[src/rtl/io_counter_bank.sv]
// Bank of independent up/down wrap counters sharing one prescaler.
// Each lane drives a one-cycle terminal pulse and a toggle pin on every wrap.
module io_counter_lane #(
  parameter int WIDTH = 8
) (
  input  logic             clock,
  input  logic             reset_n,
  input  logic             tick,
  input  logic             enable,
  input  logic             up_down,
  input  logic             load,
  input  logic [WIDTH-1:0] load_value,
  input  logic [WIDTH-1:0] limit,
  output logic [WIDTH-1:0] count,
  output logic             terminal,
  output logic             pin_out
);
  always_ff @(posedge clock or negedge reset_n) begin
    if (!reset_n) begin
      count    <= '0;
      terminal <= 1'b0;
      pin_out  <= 1'b0;
    end else if (load) begin
      count    <= load_value;
      terminal <= 1'b0;
    end else if (tick && enable) begin
      // >= so a loaded value above limit wraps on the next up tick
      if (up_down) begin
        if (count >= limit) begin
          count    <= '0;
          terminal <= 1'b1;
          pin_out  <= ~pin_out;
        end else begin
          count    <= count + 1'b1;
          terminal <= 1'b0;
        end
      end else begin
        if (count == '0) begin
          count    <= limit;
          terminal <= 1'b1;
          pin_out  <= ~pin_out;
        end else begin
          count    <= count - 1'b1;
          terminal <= 1'b0;
        end
      end
    end else begin
      terminal <= 1'b0;
    end
  end
endmodule

module io_counter_bank #(
  parameter int WIDTH         = 8,
  parameter int CHANNELS      = 4,
  parameter int PRESCALE_BITS = 4
) (
  input  logic                      clock,
  input  logic                      reset_n,
  input  logic [CHANNELS-1:0]       enable,
  input  logic [CHANNELS-1:0]       up_down,
  input  logic [CHANNELS-1:0]       load,
  input  logic [CHANNELS*WIDTH-1:0] load_value,
  input  logic [CHANNELS*WIDTH-1:0] limit,
  input  logic [PRESCALE_BITS-1:0]  prescale,
  output logic [CHANNELS*WIDTH-1:0] count_out,
  output logic [CHANNELS-1:0]       terminal,
  output logic [CHANNELS-1:0]       pin_out
);
  logic [PRESCALE_BITS-1:0]         presc_cnt;
  logic                             tick;
  logic [CHANNELS-1:0][WIDTH-1:0]   load_v, limit_v, count_v;

  // >= compare: lowering prescale below presc_cnt ticks next cycle, no lockup
  assign tick = (presc_cnt >= prescale);

  always_ff @(posedge clock or negedge reset_n) begin
    if (!reset_n)  presc_cnt <= '0;
    else if (tick) presc_cnt <= '0;
    else           presc_cnt <= presc_cnt + 1'b1;
  end

  assign load_v    = load_value;
  assign limit_v   = limit;
  assign count_out = count_v;

  generate
    for (genvar i = 0; i < CHANNELS; i++) begin : g_lane
      io_counter_lane #(.WIDTH(WIDTH)) u_lane (
        .clock      (clock),
        .reset_n    (reset_n),
        .tick       (tick),
        .enable     (enable[i]),
        .up_down    (up_down[i]),
        .load       (load[i]),
        .load_value (load_v[i]),
        .limit      (limit_v[i]),
        .count      (count_v[i]),
        .terminal   (terminal[i]),
        .pin_out    (pin_out[i])
      );
    end
  endgenerate
endmodule

[config.mk]
export PLATFORM = sky130hd
export DESIGN_NAME = io_counter_bank
export DESIGN_NICKNAME = d
export VERILOG_FILES = /design/src/rtl/io_counter_bank.sv
export SDC_FILE = /design/constraint.sdc
export NUM_CORES = 1
export LEC_CHECK = 0
export CORE_ASPECT_RATIO = 1.75
export CORE_UTILIZATION = 46
export CTS_BUF_LIST = sky130_fd_sc_hd__clkbuf_8
export CTS_CLUSTER_DIAMETER = 40
export DETAILED_ROUTE_END_ITERATION = 8
export GPL_TIMING_DRIVEN = 0
export PLACE_DENSITY = 0.76
export SLEW_MARGIN = 5
export SYNTH_ARGS = -nofsm -noshare
export SYNTH_HDL_FRONTEND = slang
export SYNTH_SLANG_ARGS = --single-unit
[constraint.sdc]
create_clock -name clock -period 4.2 [get_ports clock]
set_clock_uncertainty 0.05 [all_clocks]
set_input_delay 0.84 -clock clock [delete_from_list [all_inputs] [get_ports clock]]
set_output_delay 0.84 -clock clock [all_outputs]
set_load 0.01 [all_outputs]
**Word level (Yosys, flattened, before mapping)**

Cells that the tools add are included.
Widths: inputs -> output; s select.

- Output and inout bits: 40
- Flip-flop bits (word level): 44
- Logic and storage cells: 112

- Muxes and demuxes: 53
- Add/subtract/negate cells: 9
- Reductions and logical operators: 20
- Bitwise operators: 8
- Order comparisons: 5
- Eq/ne operators: 4

Operators with widths:

| kind | count |
|---|---|
| $mux 8 | 20 |
| $add 8x1->8 const B | 4 |
| $ge 8x8->1 | 4 |
| $logic_not 8->1 | 4 |
| $mux 1 | 32 |
| $sub 8x1->8 const B | 4 |
| $reduce_and 4->1 | 4 |
| $reduce_bool 2->1 | 8 |
| $ne 2x1->1 const B | 4 |
| $not 1->1 | 8 |
| $add 4x1->4 const B | 1 |
| $ge 4x4->1 | 1 |
| $logic_and 1x1->1 | 4 |
| $mux 4 | 1 |

**Logic depth before layout (Yosys ltp)**

Gate-level depths: netlist of the first run.

- Word-level depth: 5
- Depth in mapped cells: 10
- Mapped depth without buffers: 8

**Hierarchy**

Synthesis of the first run repeated with hierarchy kept, for this count alone.

- Cells, all modules: 531
- Area, all modules: 4733.3 sq um

Modules (own cells, without submodules):

| module | seq. area each (sq um) | cells an instance | area each (sq um) | times used |
|---|---|---|---|---|
| io_counter_lane | 250.2 | 126 | 1112.3 | 4 |
| io_counter_bank | 100.1 | 27 | 284.0 | 1 |

**Least setup slack after synthesis of the first run**

Ideal clock, no wire load.

- Kind: input-to-reg
- From: in limit[3]
- To: reg g_lane[0].u_lane.count[7]
- Buffers on the path: 0
- Data required time: 4.063 ns
- Arrival time: 2.594 ns
- Setup time: 0.087 ns
- Stages on the path: 8
- Path slack: 1.469 ns
- Path through: inv_1 > ha_1 > a211oi_1 > o21ai_0 > a2111oi_0 > or3b_1 > a311o_1 > o211ai_1

- Longest elaborated chain between the ends: 5

RTL lines:

| what | line | source |
|---|---|---|
| start: declaration | 64 | `input logic [CHANNELS*WIDTH-1:0] limit,` |
| $ge 8x8->1 | 29 | `if (count >= limit) begin` |
| $mux 8 | 29 |  |
| $mux 8 | 28 | `if (up_down) begin` |
| $mux 8 | 26 | `end else if (tick && enable) begin` |
| $mux 8 | 23 | `end else if (load) begin` |
| end signal: assignment | 24 | `count <= load_value;` |
| end signal: assignment | 34 | `count <= count + 1'b1;` |
| end signal: assignment | 39 | `count <= limit;` |
| end: declaration | 14 | `output logic [WIDTH-1:0] count,` |

Every way passes these cells. The select of a mux whose other input is x is not followed.
A chain may end at the register's enable or synchronous reset.

**Final worst setup path of the first run**

- From: in limit[30]
- To: reg g_lane[3].u_lane.count[7]

- Longest elaborated chain between the ends: 5

RTL lines:

| what | line |
|---|---|
| $ge 8x8->1 | 29 |
| $mux 8 | 29 |
| $mux 8 | 28 |
| $mux 8 | 26 |
| $mux 8 | 23 |
| end signal: assignment | 24 |
| end signal: assignment | 34 |
| end signal: assignment | 39 |
| end: declaration | 14 |

Every way passes these cells. The select of a mux whose other input is x is not followed.

==> results of run 1 <==
[cell families (layout without fill, tap and decap cells)]
logic type      after synthesis  in the layout  share of synthesized area [%]
xor+xnor                     37             37                           7.07
buf+inv                      96            226                           8.96
simple gates                185            185                           20.1
mux                           8              8                           1.83
flops                        44             44                           24.0
compound gates              158            158                           24.6
fa+ha+maj                    49             49                           13.4
[cell type report]
type                       instances  area, sq um  share of cell area (%)
clock inverter                     3         46.3                   0.762
multi-input combinational        437         3070                    50.5
tap                              122          153                    2.51
inverter                          57          214                    3.52
timing repair buffer             122         1230                    20.2
buffer                            39          196                    3.23
sequential                        44         1100                    18.1
clock buffer                       5         68.8                    1.13
[worst reg2reg max path, delay by kind of cell (launching register included)]
| kind | cells | cell delay, ns |
|---|---|---|
| compound gates | 5 | 1.53 |
| buf+inv | 2 | 0.56 |
| flops | 1 | 0.38 |
| fa+ha+maj | 1 | 0.31 |
| simple gates | 1 | 0.10 |
[through the flow]
stage               instance area, sq um  setup slack, ns  hold slack (ns)
finish                              6080            0.991            0.382
global route                        6080            0.882            0.402
CTS                                 6080             1.04            0.368
detailed placement                  5960            0.692            0.409
global placement                    5950            0.702            0.407
floorplan                           4580             1.47            0.393
[state kept, by name, summed over array words and instances, names as in the netlist]
name and cells:
g_lane.u_lane.terminal 4, g_lane.u_lane.count 32, presc_cnt 4, g_lane.u_lane.pin_out 4
[layer usage]
metal | vias up | part of all wire [%] | track usage [%]
met2 | 235 | 54 | 56.0
met3 | 55 | 5.4 | 3.33
met4 | 0 | 5.9 | 18.8
li1 | 2343 | - | -
met1 | 2257 | 34 | 28.6
met5 | - | 0 | 0
[power by group through the flow]
stage | Sequential, mW | Combinational (mW) | Clock (mW)
finish | 0.726 | 1.51 | 0.350
global route | 0.743 | 1.65 | 0.373
CTS | 0.721 | 1.50 | 0.366
floorplan | 0.714 | 0.912 | 0
detailed placement | 0.729 | 1.49 | 0
global placement | 0.725 | 1.45 | 0
[worst paths after layout]
check                                           from  slack [ns]                   endpoint
hold / removal                               reset_n        0.38  g_lane[0].u_lane.count[1]
min in group clock          g_lane[3].u_lane.pin_out        0.42   g_lane[3].u_lane.pin_out
hold reg to reg             g_lane[3].u_lane.pin_out        0.42   g_lane[3].u_lane.pin_out
setup / recovery                           limit[30]        0.99  g_lane[3].u_lane.count[7]
setup reg to reg           g_lane[2].u_lane.count[0]        1.17  g_lane[2].u_lane.count[4]
max in group asynchronous                    reset_n        3.19  g_lane[2].u_lane.terminal
[cells in the final DEF (no fill, tap or decap), drive strengths merged, types with 6 or more instances in the layout]
master,instances
nor2,53
xor2,22
clkdlybuf4s50,120
buf,21
clkbuf,25
nor3,16
xnor2,15
nand3,28
inv,58
ha,49
dfrtp,44
nand2b,8
o31ai,8
nor2b,6
o211ai,7
nand2,40
a211oi,16
o21ai,23
and3,11
a221oi,8
a2111oi,7
a31oi,8
a21oi,40
==> impl_metrics.ini, run 1 <==
[power_and_ir_drop]
p_leak_nw = 2.68
power_mw = 2.58
switching_power_mw = 1.14
powerDensity_nw_per_um2 = 425
ir_drop_mv = 0.247
pwr-share-comb_pct = 58.3
power.internal_mw = 1.44
power_switching_share_pct = 44.3
p_clk_share_pct = 13.6
seq_power_share_pct = 28.1

[drt]
vias = 4890
via_per_inst = 5.90
ant_nets = 0
firstDrtPassIters = 5
drtIter0Drc = 267
wl_microns = 14900
drt-wirelength-per-cell_microns = 18.0
remaining_drc_errors = 0

[timing]
tns_ns = 0
setup-violations-final = 0
period_minus_slack_ns = 3.21
tightest_slew_ns = 0.894
finalCritPeriodShare_pct = 76.4
slew_violations = 0
hold_viol_final = 0
max_freq_ghz = 0.312
rsz0062_at_grt = no
relSlewSlack_pct = 40.4

[clock_network]
cts_setup_buffers = 0
ctsHoldBuffers = 0
cts_resized = 0
cts_tree = built
h-tree-depth = 2
clk_latency_ns = 0.32
cts-root-buf = clkbuf_8
cts.path.max_buffers = 2
cts_sinks = 44
cts.clk_slew.worst_paths_ns = 0.10
cts_buffers = 5

[setup_path]
worst_ep_arrival_time_ns = 3.38
cp_num_buf_inv = 2
cp_num_cells = 8
crit_family = compound AO/OA/AOI/OAI gates
cp_max_fo = 10
critPathCaptureType = flop
critical_path_required_ns = 4.38
critPathLaunchType = primary input
rr_worst_depth = 9
max_stage_delay_ns = 0.70
path_cells = clkdlybuf4s50_1, inv_1, ha_1, a21o_1, a211o_1, a21oi_1, a211oi_1, o31ai_1
path_class = in2reg
cp_slowest_cell = a21oi_1

[cells_and_area]
layout-drive-gt1-share_pct = 6.51
area_growth_pct = 32.6
diodes = 0
nNetsFinal = 837
final_util_pct = 63.4
fill_cells = 866
finalNonFillerCells = 829

[global_routing]
grt.total_usage_pct = 29.1
gr-total-overflow = 0
grt_pass1_vias = 4852
grt_max_degree = 32
grt_pass1_wl_microns = 23500
antenna_found_initial = 0

[die]
fp.dieH_microns = 134
core_area_sq_um = 9590
io_pins = 122
row_count = 47
start_util_pct = 47.8
die_x_microns = 77.4
die_area_sq_um = 10400

[yosys]
ys_warn_count = 0
synth_area_leaders = dfrtp_1 (24%), ha_1 (13%), inv_1 (4.7%), a21oi_1 (4.4%), nor2_1 (4.3%)
synth_nets = 708
synth_cell_types = 65
synth_edf_count = 0
async_flop_share_pct = 100
synth-seq-cells = 44
synth.avg_cell_area_sq_um = 7.94
yosys.area.top_type = dfrtp_1
ys_seq_area_share_pct = 24.0
synth.most_common_cell = inv_1
synthFlopType = dfrtp_1
synthTopCellsByCount = inv_1 (57), nor2_1 (53), ha_1 (49)
synthesis.area_sq_um = 4580
synth_top_area_share_pct = 24.0
netlist_instances = 577

[placed_design]
io_buffers = 121
place_congestion = 0.986
dpl.hpwl_microns = 12100
place_inst = 821

[hold_path]
hold_class = in2async

[status]
outcome = complete, no violations

[run]
drv_cap = 0
Power figures use the tool's default switching activity.
==> run 2, diff against run 1 <==
Clock period 4.2 ns to 3.35 ns, I/O delays scaled along.
==> results of run 2 <==
The final DEF is identical to that of run 1. Status: complete, no violations.
Main changes from that run: setup slack after placement 0.692 ns -> 0.0125 ns; setup slack after layout 0.991 ns -> 0.311 ns; hold slack 0.382 ns -> 0.212 ns; register-to-register setup slack 1.17 ns -> 0.32 ns; total power 2.58 mW -> 3.24 mW; worst IR drop on VDD 0.247 mV -> 0.310 mV
